**src/rtl/con_sym_gen_mc.sv**
```systemverilog
// Purpose : multi-channel 100BASE-T1 style side-stream scrambler, 3B2T ternary mapper,
//           tx_enable generator and receiver-lock hysteresis FSM (channels fully independent).
// Latency : TAn/TBn/tx_enable/loc_rcvr_status are registered, 1 clk_33m cycle after their inputs.
// Backpressure: none; every channel consumes its inputs every cycle.
// Ports   : clk_33m/rstn (sync, active-low); per channel ch, slice [ch*W +: W] of
//           seed/seed_load/tx_mode/master_slave/tx_data/rcv_vld in, tx_enable/TAn/TBn/loc_rcvr_status out.
// Option  : CON_LOCK_LOSS_CNT_EN adds lock_loss_cnt (8 bits/channel, saturating lock-loss count).
module con_sym_gen_mc #(
   parameter int NUM_CH     = 1,
   parameter int SEED_W     = 33,
   parameter int TAP_M      = 13,
   parameter int TAP_S      = 20,
   parameter int LOCK_CNT   = 16,
   parameter int UNLOCK_CNT = 4
) (
   input  logic                     clk_33m,
   input  logic                     rstn,
   input  logic [NUM_CH*SEED_W-1:0] seed,
   input  logic [NUM_CH-1:0]        seed_load,
   input  logic [NUM_CH*2-1:0]      tx_mode,
   input  logic [NUM_CH-1:0]        master_slave,
   input  logic [NUM_CH*3-1:0]      tx_data,
   input  logic [NUM_CH-1:0]        rcv_vld,
   output logic [NUM_CH-1:0]        tx_enable,
   output logic [NUM_CH*2-1:0]      TAn,
   output logic [NUM_CH*2-1:0]      TBn,
   output logic [NUM_CH-1:0]        loc_rcvr_status
`ifdef CON_LOCK_LOSS_CNT_EN
   ,
   output logic [NUM_CH*8-1:0]      lock_loss_cnt
`endif
);

   typedef enum logic {
      UNLOCKED = 1'b0,
      LOCKED   = 1'b1
   } lock_state_t;

   localparam logic [1:0] MODE_SEND_I = 2'd1;
   localparam logic [1:0] MODE_SEND_N = 2'd2;

   // 3B2T lookup, returns {TA, TB}. Value v maps to i = v (v<4) or v+1, TA = i/3-1, TB = i%3-1,
   // so i = 4 (the (0,0) pair) is skipped. Ternary code: 00 = 0, 01 = +1, 11 = -1.
   function automatic logic [3:0] map_3b2t(input logic [2:0] v);
      logic [3:0] r;
      case (v)
         3'd0:    r = {2'b11, 2'b11};
         3'd1:    r = {2'b11, 2'b00};
         3'd2:    r = {2'b11, 2'b01};
         3'd3:    r = {2'b00, 2'b11};
         3'd4:    r = {2'b00, 2'b01};
         3'd5:    r = {2'b01, 2'b11};
         3'd6:    r = {2'b01, 2'b00};
         default: r = {2'b01, 2'b01};
      endcase
      return r;
   endfunction

   for (genvar ch = 0; ch < NUM_CH; ch++) begin : g_ch
      logic [SEED_W-1:0] seed_ch;
      logic [1:0]        mode_ch;
      logic [2:0]        data_ch;

      logic [SEED_W-1:0] lfsr, lfsr_nxt, lfsr_step;
      logic              fb_tap;
      logic [1:0]        ta_q, tb_q, ta_d, tb_d;
      logic              en_q, en_d;
      logic [3:0]        sym;

      lock_state_t       state, state_nxt;
      logic [7:0]        cnt, cnt_nxt, cnt_inc;

      assign seed_ch = seed[ch*SEED_W +: SEED_W];
      assign mode_ch = tx_mode[ch*2 +: 2];
      assign data_ch = tx_data[ch*3 +: 3];

      // ---------------- scrambler + symbol mapper ----------------
      assign fb_tap    = master_slave[ch] ? lfsr[TAP_M-1] : lfsr[TAP_S-1];
      assign lfsr_step = {lfsr[SEED_W-2:0], lfsr[SEED_W-1] ^ fb_tap};

      // The symbol is taken from the pre-step state; payload is whitened by the low 3 LFSR bits.
      always_comb begin
         lfsr_nxt = lfsr;
         ta_d     = 2'b00;
         tb_d     = 2'b00;
         en_d     = 1'b0;
         sym      = 4'b0000;
         if (seed_load[ch]) begin
            // An all-zero seed would lock the LFSR at zero forever.
            lfsr_nxt = (seed_ch == '0) ? SEED_W'(1) : seed_ch;
         end else if (mode_ch == MODE_SEND_I) begin
            sym          = map_3b2t(lfsr[2:0]);
            {ta_d, tb_d} = sym;
            en_d         = 1'b1;
            lfsr_nxt     = lfsr_step;
         end else if (mode_ch == MODE_SEND_N) begin
            sym          = map_3b2t(data_ch ^ lfsr[2:0]);
            {ta_d, tb_d} = sym;
            en_d         = 1'b1;
            lfsr_nxt     = lfsr_step;
         end
         // SEND_Z and the reserved code: LFSR holds, symbols (0,0), transmitter off.
      end

      always_ff @(posedge clk_33m) begin
         if (!rstn) begin
            lfsr <= SEED_W'(1);
            ta_q <= 2'b00;
            tb_q <= 2'b00;
            en_q <= 1'b0;
         end else begin
            lfsr <= lfsr_nxt;
            ta_q <= ta_d;
            tb_q <= tb_d;
            en_q <= en_d;
         end
      end

      // ---------------- receiver-lock hysteresis ----------------
      // cnt counts consecutive cycles of the condition that would change state
      // (valid while unlocked, invalid while locked); any opposite sample restarts it.
      assign cnt_inc = cnt + 8'd1;

      always_comb begin
         state_nxt = state;
         cnt_nxt   = cnt;
         if (state == UNLOCKED) begin
            if (!rcv_vld[ch]) begin
               cnt_nxt = 8'd0;
            end else if (cnt_inc == 8'(LOCK_CNT)) begin
               state_nxt = LOCKED;
               cnt_nxt   = 8'd0;
            end else begin
               cnt_nxt = cnt_inc;
            end
         end else begin
            if (rcv_vld[ch]) begin
               cnt_nxt = 8'd0;
            end else if (cnt_inc == 8'(UNLOCK_CNT)) begin
               state_nxt = UNLOCKED;
               cnt_nxt   = 8'd0;
            end else begin
               cnt_nxt = cnt_inc;
            end
         end
      end

      always_ff @(posedge clk_33m) begin
         if (!rstn) begin
            state <= UNLOCKED;
            cnt   <= 8'd0;
         end else begin
            state <= state_nxt;
            cnt   <= cnt_nxt;
         end
      end

      assign TAn[ch*2 +: 2]      = ta_q;
      assign TBn[ch*2 +: 2]      = tb_q;
      assign tx_enable[ch]       = en_q;
      assign loc_rcvr_status[ch] = (state == LOCKED);

`ifdef CON_LOCK_LOSS_CNT_EN
      logic       lock_lost;
      logic [7:0] loss_q;

      assign lock_lost = (state == LOCKED) && (state_nxt == UNLOCKED);

      // seed_load clears the counter even when a loss happens in the same cycle.
      always_ff @(posedge clk_33m) begin
         if (!rstn) begin
            loss_q <= 8'd0;
         end else if (seed_load[ch]) begin
            loss_q <= 8'd0;
         end else if (lock_lost && (loss_q != 8'hFF)) begin
            loss_q <= loss_q + 8'd1;
         end
      end

      assign lock_loss_cnt[ch*8 +: 8] = loss_q;
`endif
   end

endmodule

```
**config.mk**
```make
export PLATFORM = sky130hd
export DESIGN_NAME = con_sym_gen_mc
export DESIGN_NICKNAME = d
export VERILOG_FILES = /design/src/rtl/con_sym_gen_mc.sv
export SDC_FILE = /design/constraint.sdc
export NUM_CORES = 1
export LEC_CHECK = 0
export CORE_MARGIN = 3
export CORE_UTILIZATION = 46
export DETAILED_ROUTE_END_ITERATION = 8
export MAX_ROUTING_LAYER = met4
export PLACE_DENSITY_LB_ADDON = 0.08
export SYNTH_ARGS = -nofsm -noshare
export SYNTH_HDL_FRONTEND = slang
export SYNTH_SLANG_ARGS = --single-unit
```
**constraint.sdc**
```tcl
create_clock -name clk_33m -period 1.7 [get_ports clk_33m]
set_input_delay 0.425 -clock clk_33m [delete_from_list [all_inputs] [get_ports clk_33m]]
set_output_delay 0.425 -clock clk_33m [all_outputs]
set_load 0.05 [all_outputs]
```
==> impl_metrics.tcl <==
set metrics [dict create \
    final_area_sq_um 3400 \
    power_density_nw_per_um2 729 \
    status "finished, final reports clean" \
    grt_use_total 0.190 \
    antenna_found_initial 0 \
    period_share 0.957 \
    num_antenna_cells 0 \
    r2r-end "loc_rcvr_status" \
    peakVddDrop_mv 0.471 \
    cts_buffers 5 \
    synth.distinct_cells 39 \
    crit_path_start "tx_mode[0]" \
    nFillCells 471 \
    ctsHoldBuffers 0 \
    setup_viol 0 \
    met1_length_mm 2.76 \
    cts_root_buffer "clkbuf_8" \
    yosys.area.top_type "dfxtp_1" \
    synth_xor_area_frac 0.0483 \
    reg2reg_from "g_ch[0].cnt[0]" \
    dpl_worst_slack_ps -563 \
    critPathKind "primary input to flip-flop" \
    synth-adder-area-share 0.0201 \
    area_growth_pct 36.7 \
    first_global_vias 2038 \
    synth_top_area_share 0.379 \
    yosysWarnings 0 \
    cts_buffer_depth 2 \
    finalWirelength_mm 5.63 \
    wl_per_cell_um 14.0 \
    worst_slew_pin_slew_ps 460 \
    firstDrtPassIters 4 \
    yosys.area_share.simple 0.165 \
    cts.sinks 47 \
    drc 0 \
    r2r_setup_slack_ps 70 \
    period_needed_ps 1630 \
    cp_slowest_cell "or3_4" \
    drv_cap 0 \
    drt_iter0_drc 70 \
    muxShareOfSynthArea 0.133 \
    synth_compound_area_frac 0.211 \
    worstPathMaxFanout 19 \
    cts_tree "built" \
    reg2regPathDepth 6 \
    leakage_nw 1.67 \
    grt_overflow 0 \
    grt_pass1_wl_mm 9.37 \
    setup_slack_ps 72.8 \
    path_clk_slew_ps 90 \
    critPathCapture "g_ch[0].lfsr[26]" \
    core-area_sq_um 5170 \
    holdWs_ps 462 \
    viasPerCell 5.40 \
    die_w_um 79.5 \
    start_kind "primary input" \
    hold_class "primary input to flip-flop" \
    clk_latency_ps 300 \
    numPortBuffers 48 \
    fin_tns_setup_ps 0 \
    slew_violations 0 \
    hold_viol 0 \
    row_count 26 \
    relSlewSlack 0.691 \
    dieArea_sq_um 6320 \
    wl_met3_um 186 \
    place_congestion 0.757 \
    dr_total_vias 2164 \
    postPlaceCellArea_sq_um 3160 \
    syn_area_sq_um 2480 \
    topRoutingLayerUsed "met4" \
    drive_gt1_frac 0.178 \
    cp.arrival_ps 1870 \
    synth_top_family_by_area "compound AO/OA/AOI/OAI gates" \
    syn_nets 313 \
    cp_slowest_stage_delay_ps 480 \
    chipHeight_um 79.5 \
    fin_skew_ps 7.26 \
    grt_max_degree 31 \
    cp.required_ps 1940 \
    io_pins 49 \
    nNetsFinal 377 \
    synth-seq-cells 47 \
    netlist_instances 266 \
    syn_area_per_cell_sq_um 9.34 \
    critPathCaptureType "flip-flop" \
    antenna_left 0 \
    netlist_top_cells_area "dfxtp_1 (38%), mux2i_1 (13%), o211a_1 (13%)" \
    yosysSeqAreaShare 0.379 \
    htreeDepth 2 \
    timing.fmax_mhz 615 \
    wl_met2_mm 2.64 \
    path_cells "dlygate4sd2_1, inv_1, ha_2, or3_4, buf_12, buf_16, nand2_1, o211a_1" \
    start_util 0.480 \
    hpwl_mm 3.83 \
]
cell usage after synthesis:
cell type	n
dfxtp_1	47
nand2_1	42
mux2i_1	33
o211a_1	33
buf_2	12
a21oi_1	11
nor2_1	7
nor4_1	7
clkbuf_1	6
nand2b_1	6
nand3_1	6
o21ai_1	6
xnor2_1	6
ha_1	4
xor2_1	4
nand4_1	3
nor2b_1	3
or3_1	3
inv_1	2
nand3b_1	2
o211ai_1	2
o21ai_0	2
o21ai_2	2
xnor2_2	2
a211oi_1	1
a31o_1	1
a31oi_1	1
and4_1	1
and4_4	1
buf_4	1
buf_6	1
nand4b_1	1
nor3_1	1
o211ai_2	1
o21a_1	1
o21bai_1	1
o221ai_1	1
o2bb2ai_1	1
or3b_1	1
power breakdown:
group | internal, mW | switching, mW | total (mW)
logic | 0.330 | 0.257 | 0.587
clock network | 0.282 | 0.381 | 0.664
registers | 1.18 | 0.0467 | 1.23
total | 1.79 | 0.685 | 2.48
flip-flops by register name, indices dropped and copies added, names as in the netlist:
signal and flops:
TAn 2, TBn 2, g_ch.cnt 8, g_ch.lfsr 33
loc_rcvr_status 1, tx_enable 1
placed cells by master (no fill, tap or decap), drive strengths merged, types with 4 or more instances in the layout:
cell type	netlist	routed
o211a	33	33
mux2i	33	33
nand3	6	6
nor2	7	7
xor2	4	4
xnor2	8	8
buf	14	36
clkbuf	6	5
nand2	42	42
clkdlybuf4s50	0	39
nand2b	6	6
nor4	7	7
a21oi	11	11
ha	4	4
dfxtp	47	47
o21ai	10	10
kinds of logic (layout without fill, tap and decap cells):
kind of cell / count (synthesis) / after routing
fa+ha+maj: 4 / 4
simple gates: 84 / 84
buf+inv: 22 / 87
mux: 33 / 33
flops: 47 / 47
xor+xnor: 12 / 12
compound gates: 64 / 64
cell type report:
type | count | area (sq um) | area share
multi-input combinational | 197 | 1470 | 0.433
sequential | 47 | 945 | 0.278
timing repair buffer | 77 | 802 | 0.236
tap | 70 | 87.6 | 0.0258
clock buffer | 5 | 68.8 | 0.0203
clock inverter | 3 | 15.0 | 0.00442
inverter | 2 | 7.51 | 0.00221
how the worst min path moves through the flow:
stage,from,endpoint,cells after the start
detailed placement,g_ch[0].lfsr[24],g_ch[0].lfsr[24],1
global route,seed_load,g_ch[0].lfsr[0],3
global placement,g_ch[0].lfsr[29],g_ch[0].lfsr[29],1
floorplan,g_ch[0].lfsr[10],g_ch[0].lfsr[10],1
CTS,seed_load,g_ch[0].lfsr[0],3
finish,seed_load,g_ch[0].lfsr[0],3
critical path, delay by kind of cell:
kind | cells | cell delay, ps
buffers and inverters | 4 | 580
AO/OA/AOI/OAI | 1 | 140
adder cells (fa/ha/maj) | 1 | 180
AND/OR/NAND/NOR | 2 | 540
timing repair:
action / CTS / global route
pin swaps: 1 / 2
gates cloned: 3 / 0
gates resized for setup: 9 / 7
setup endpoints to repair: 34 / 8
buffers inserted: 2 / 0
per-stage QoR:
step / util / cells / total power [mW]
2_1_floorplan: - / 266 / 1.56
3_3_place_gp: 0.612 / 388 / 1.78
3_5_place_dp: 0.612 / 388 / 1.79
4_1_cts: 0.651 / 401 / 2.50
5_1_grt: 0.657 / 401 / 2.61
6_report: 0.657 / 401 / 2.48
metal layers:
| layer | vias to the layer above | GRT usage |
|---|---|---|
| met4 | 0 | 0.0515 |
| met5 | - | - |
| met1 | 1030 | 0.245 |
| li1 | 1093 | - |
| met2 | 36 | 0.306 |
| met3 | 5 | 0.0350 |
(Power assumes the default switching activity.)
==> patch, RTL diff (same flow settings) <==
Set the parameter `NUM_CH` to 2 (it was 1).
--- a/src/rtl/con_sym_gen_mc.sv
+++ b/src/rtl/con_sym_gen_mc.sv
@@ -6,7 +6,7 @@
 //           seed/seed_load/tx_mode/master_slave/tx_data/rcv_vld in, tx_enable/TAn/TBn/loc_rcvr_status out.
 // Option  : CON_LOCK_LOSS_CNT_EN adds lock_loss_cnt (8 bits/channel, saturating lock-loss count).
 module con_sym_gen_mc #(
-   parameter int NUM_CH     = 1,
+   parameter int NUM_CH     = 2,
    parameter int SEED_W     = 33,
    parameter int TAP_M      = 13,
    parameter int TAP_S      = 20,
Ports: changed (10 resized); port bits go from 49 to 96. The function was not compared with the original's and may differ.
==> patch against the unedited design <==
Worst hold slack worse by 0.099 ns; routed wire length rose by 140%; sequential power increased by 100%; non-clock buffer count is 119 higher; final area increased by 110%; area after synthesis up 90%; global-route usage rose by 4.3 points; cell count rose by 110%; die area grew 83%; setup slack got worse by 0.032 ns; power increased by 110%; sequential cell count rose by 47.
==> patch: results <==
metrics = {
    "layout": {
        "reg_top3": "g_ch.lfsr: 66 flops, g_ch.cnt: 16 flops",
        "drive_gt1_frac": 0.3244,
        "nets": 795,
    },
    "pwr": {
        "leakage_nw": 2.911,
        "ir_drop_uv": 521.9,
    },
    "worst_setup_path": {
        "arrival_ns": 1.96,
        "slowest_delay_ns": 0.38,
        "cp_slowest_cell": "dfxtp_4",
        "r2r_slack_ns": 0.04,
        "worstPathMaxFanout": 4,
        "rr_endpoint": "g_ch[0].cnt[4]",
    },
    "cts": {
        "path_clk_slew_ns": 0.10,
        "insertion_delay_ns": 0.37,
        "cts.htree.levels": 3,
        "clock-sinks": 94,
        "numCtsBuffers": 9,
    },
    "worst_hold_path": {
        "min_to": "g_ch[1].lfsr[3]",
        "min_from": "seed[36]",
    },
    "status": {
        "outcome": "finished clean",
    },
    "route": {
        "met2WireLength_mm": 6.897,
        "avgViaCountPerCell": 5.620,
        "met3RoutedLength_microns": 496,
        "drt_wl_total_mm": 13.75,
        "wl_met1_mm": 6.136,
        "drt_iter0_drc": 155,
    },
    "placed_design": {
        "place_ws_ns": -0.8774,
        "io_buffers": 95,
        "place.gp.congestion": 0.8236,
        "hpwlAfterDp_mm": 9.273,
    },
    "global_routing": {
        "grt_max_degree": 41,
        "grt_pass1_wl_mm": 21.39,
        "antenna_found_initial": 0,
        "grt_pass1_vias": 4615,
        "grt.total_usage": 0.2328,
    },
    "logic_synthesis": {
        "seq_area_frac_synth": 0.3977,
        "synth_area_leaders": "dfxtp_1 (40%), mux2i_1 (8.7%), a211oi_1 (6.7%), nor2_1 (6.3%), a221oi_1 (4.1%)",
        "synthTopCellsByCount": "dfxtp_1 (94), nor2_1 (79), a211oi_1 (42), mux2i_1 (41), o21ai_0 (34)",
        "async_reset_ff_frac": 0,
        "syn-num-nets": 632,
        "ys_types": 47,
    },
    "sta": {
        "slew-limit-headroom": 0.6276,
        "hold_ws_ns": 0.3631,
        "fin_skew_ns": 0.006827,
    },
}
patch: cell types whose count changed in the layout (fill, tap and decap cells not counted), moves of 9 or more:
cell	delta
buf_4	+67
nor2_1	+64
dfxtp_1	+43
o211a_1	-33
a211oi_1	+27
a221oi_2	+23
nand2_1	-22
a211oi_2	+14
o21ai_0	+14
o21ai_1	+12
xnor2_1	+12
nand3_1	+10
clkdlybuf4s15_1	+9
patch: how the worst max path moves through the flow:
stage / startpoint / end / slack (ns) / cells past startpoint
floorplan: seed[46] / g_ch[1].lfsr[19] / -0.02 / 7
global placement: seed[36] / g_ch[1].lfsr[10] / -0.73 / 8
detailed placement: seed[45] / g_ch[1].lfsr[14] / -0.88 / 8
CTS: tx_mode[0] / g_ch[0].lfsr[32] / -0.007 / 7
global route: g_ch[0].cnt[0] / g_ch[0].cnt[2] / -0.03 / 6
finish: g_ch[0].cnt[0] / g_ch[0].cnt[4] / 0.04 / 6
patch: critical path, delay by kind of cell (launching register included):
family | cells | cell delay, ns
compound gates | 2 | 0.44
fa+ha+maj | 1 | 0.15
flops | 1 | 0.38
simple gates | 3 | 0.63
patch: per-layer routing:
| layer | global-route usage | up-vias |
|---|---|---|
| met4 | 0.07845 | 0 |
| met1 | 0.2972 | 2280 |
| met2 | 0.3829 | 107 |
| li1 | - | 2323 |
| met5 | - | - |
| met3 | 0.03059 | 22 |
patch: through the flow:
step / utilization / cell area [sq um] / cells / TNS, ns
3_3_place_gp: 0.6573 / 6514 / 817 / -40.71
4_1_cts: 0.6896 / 6834 / 833 / -0.01600
2_1_floorplan: - / 4858 / 541 / -0.4268
5_1_grt: 0.7275 / 7209 / 842 / -0.1401
6_report: 0.7275 / 7209 / 842 / 0
3_5_place_dp: 0.6573 / 6514 / 817 / -46.48
patch: layout make-up:
cell class | instances | area [sq um]
repair buffers | 196 | 1838
well taps | 133 | 166.4
multi-input cells | 394 | 3092
fillers | 781 | 2700
clock buffers | 12 | 155.1
inverters | 9 | 33.78
clock inverters | 4 | 31.28
flip-flops and latches | 94 | 1893
patch: cells by family after synthesis:
family,after synthesis,synth area share
mux,41,0.08673
xor+xnor,30,0.05553
simple gates,173,0.1764
buf+inv,54,0.05368
flops,94,0.3977
fa+ha+maj,7,0.01851
compound gates,142,0.2115
patch: repair_timing:
item                                    CTS  global route
pin swaps                                20            13
endpoints found under the hold margin     0             0
gates cloned                              1             9
endpoints found under the setup margin   70            79
setup buffers                             1             0
gates resized for setup                 109            73
patch: report_power, final:
part | internal, mW | leakage [nW] | switching, mW | total [mW]
registers | 2.35 | 0.778 | 0.109 | 2.46
logic | 0.668 | 2.05 | 0.616 | 1.28
clock network | 0.615 | 0.0848 | 0.804 | 1.42
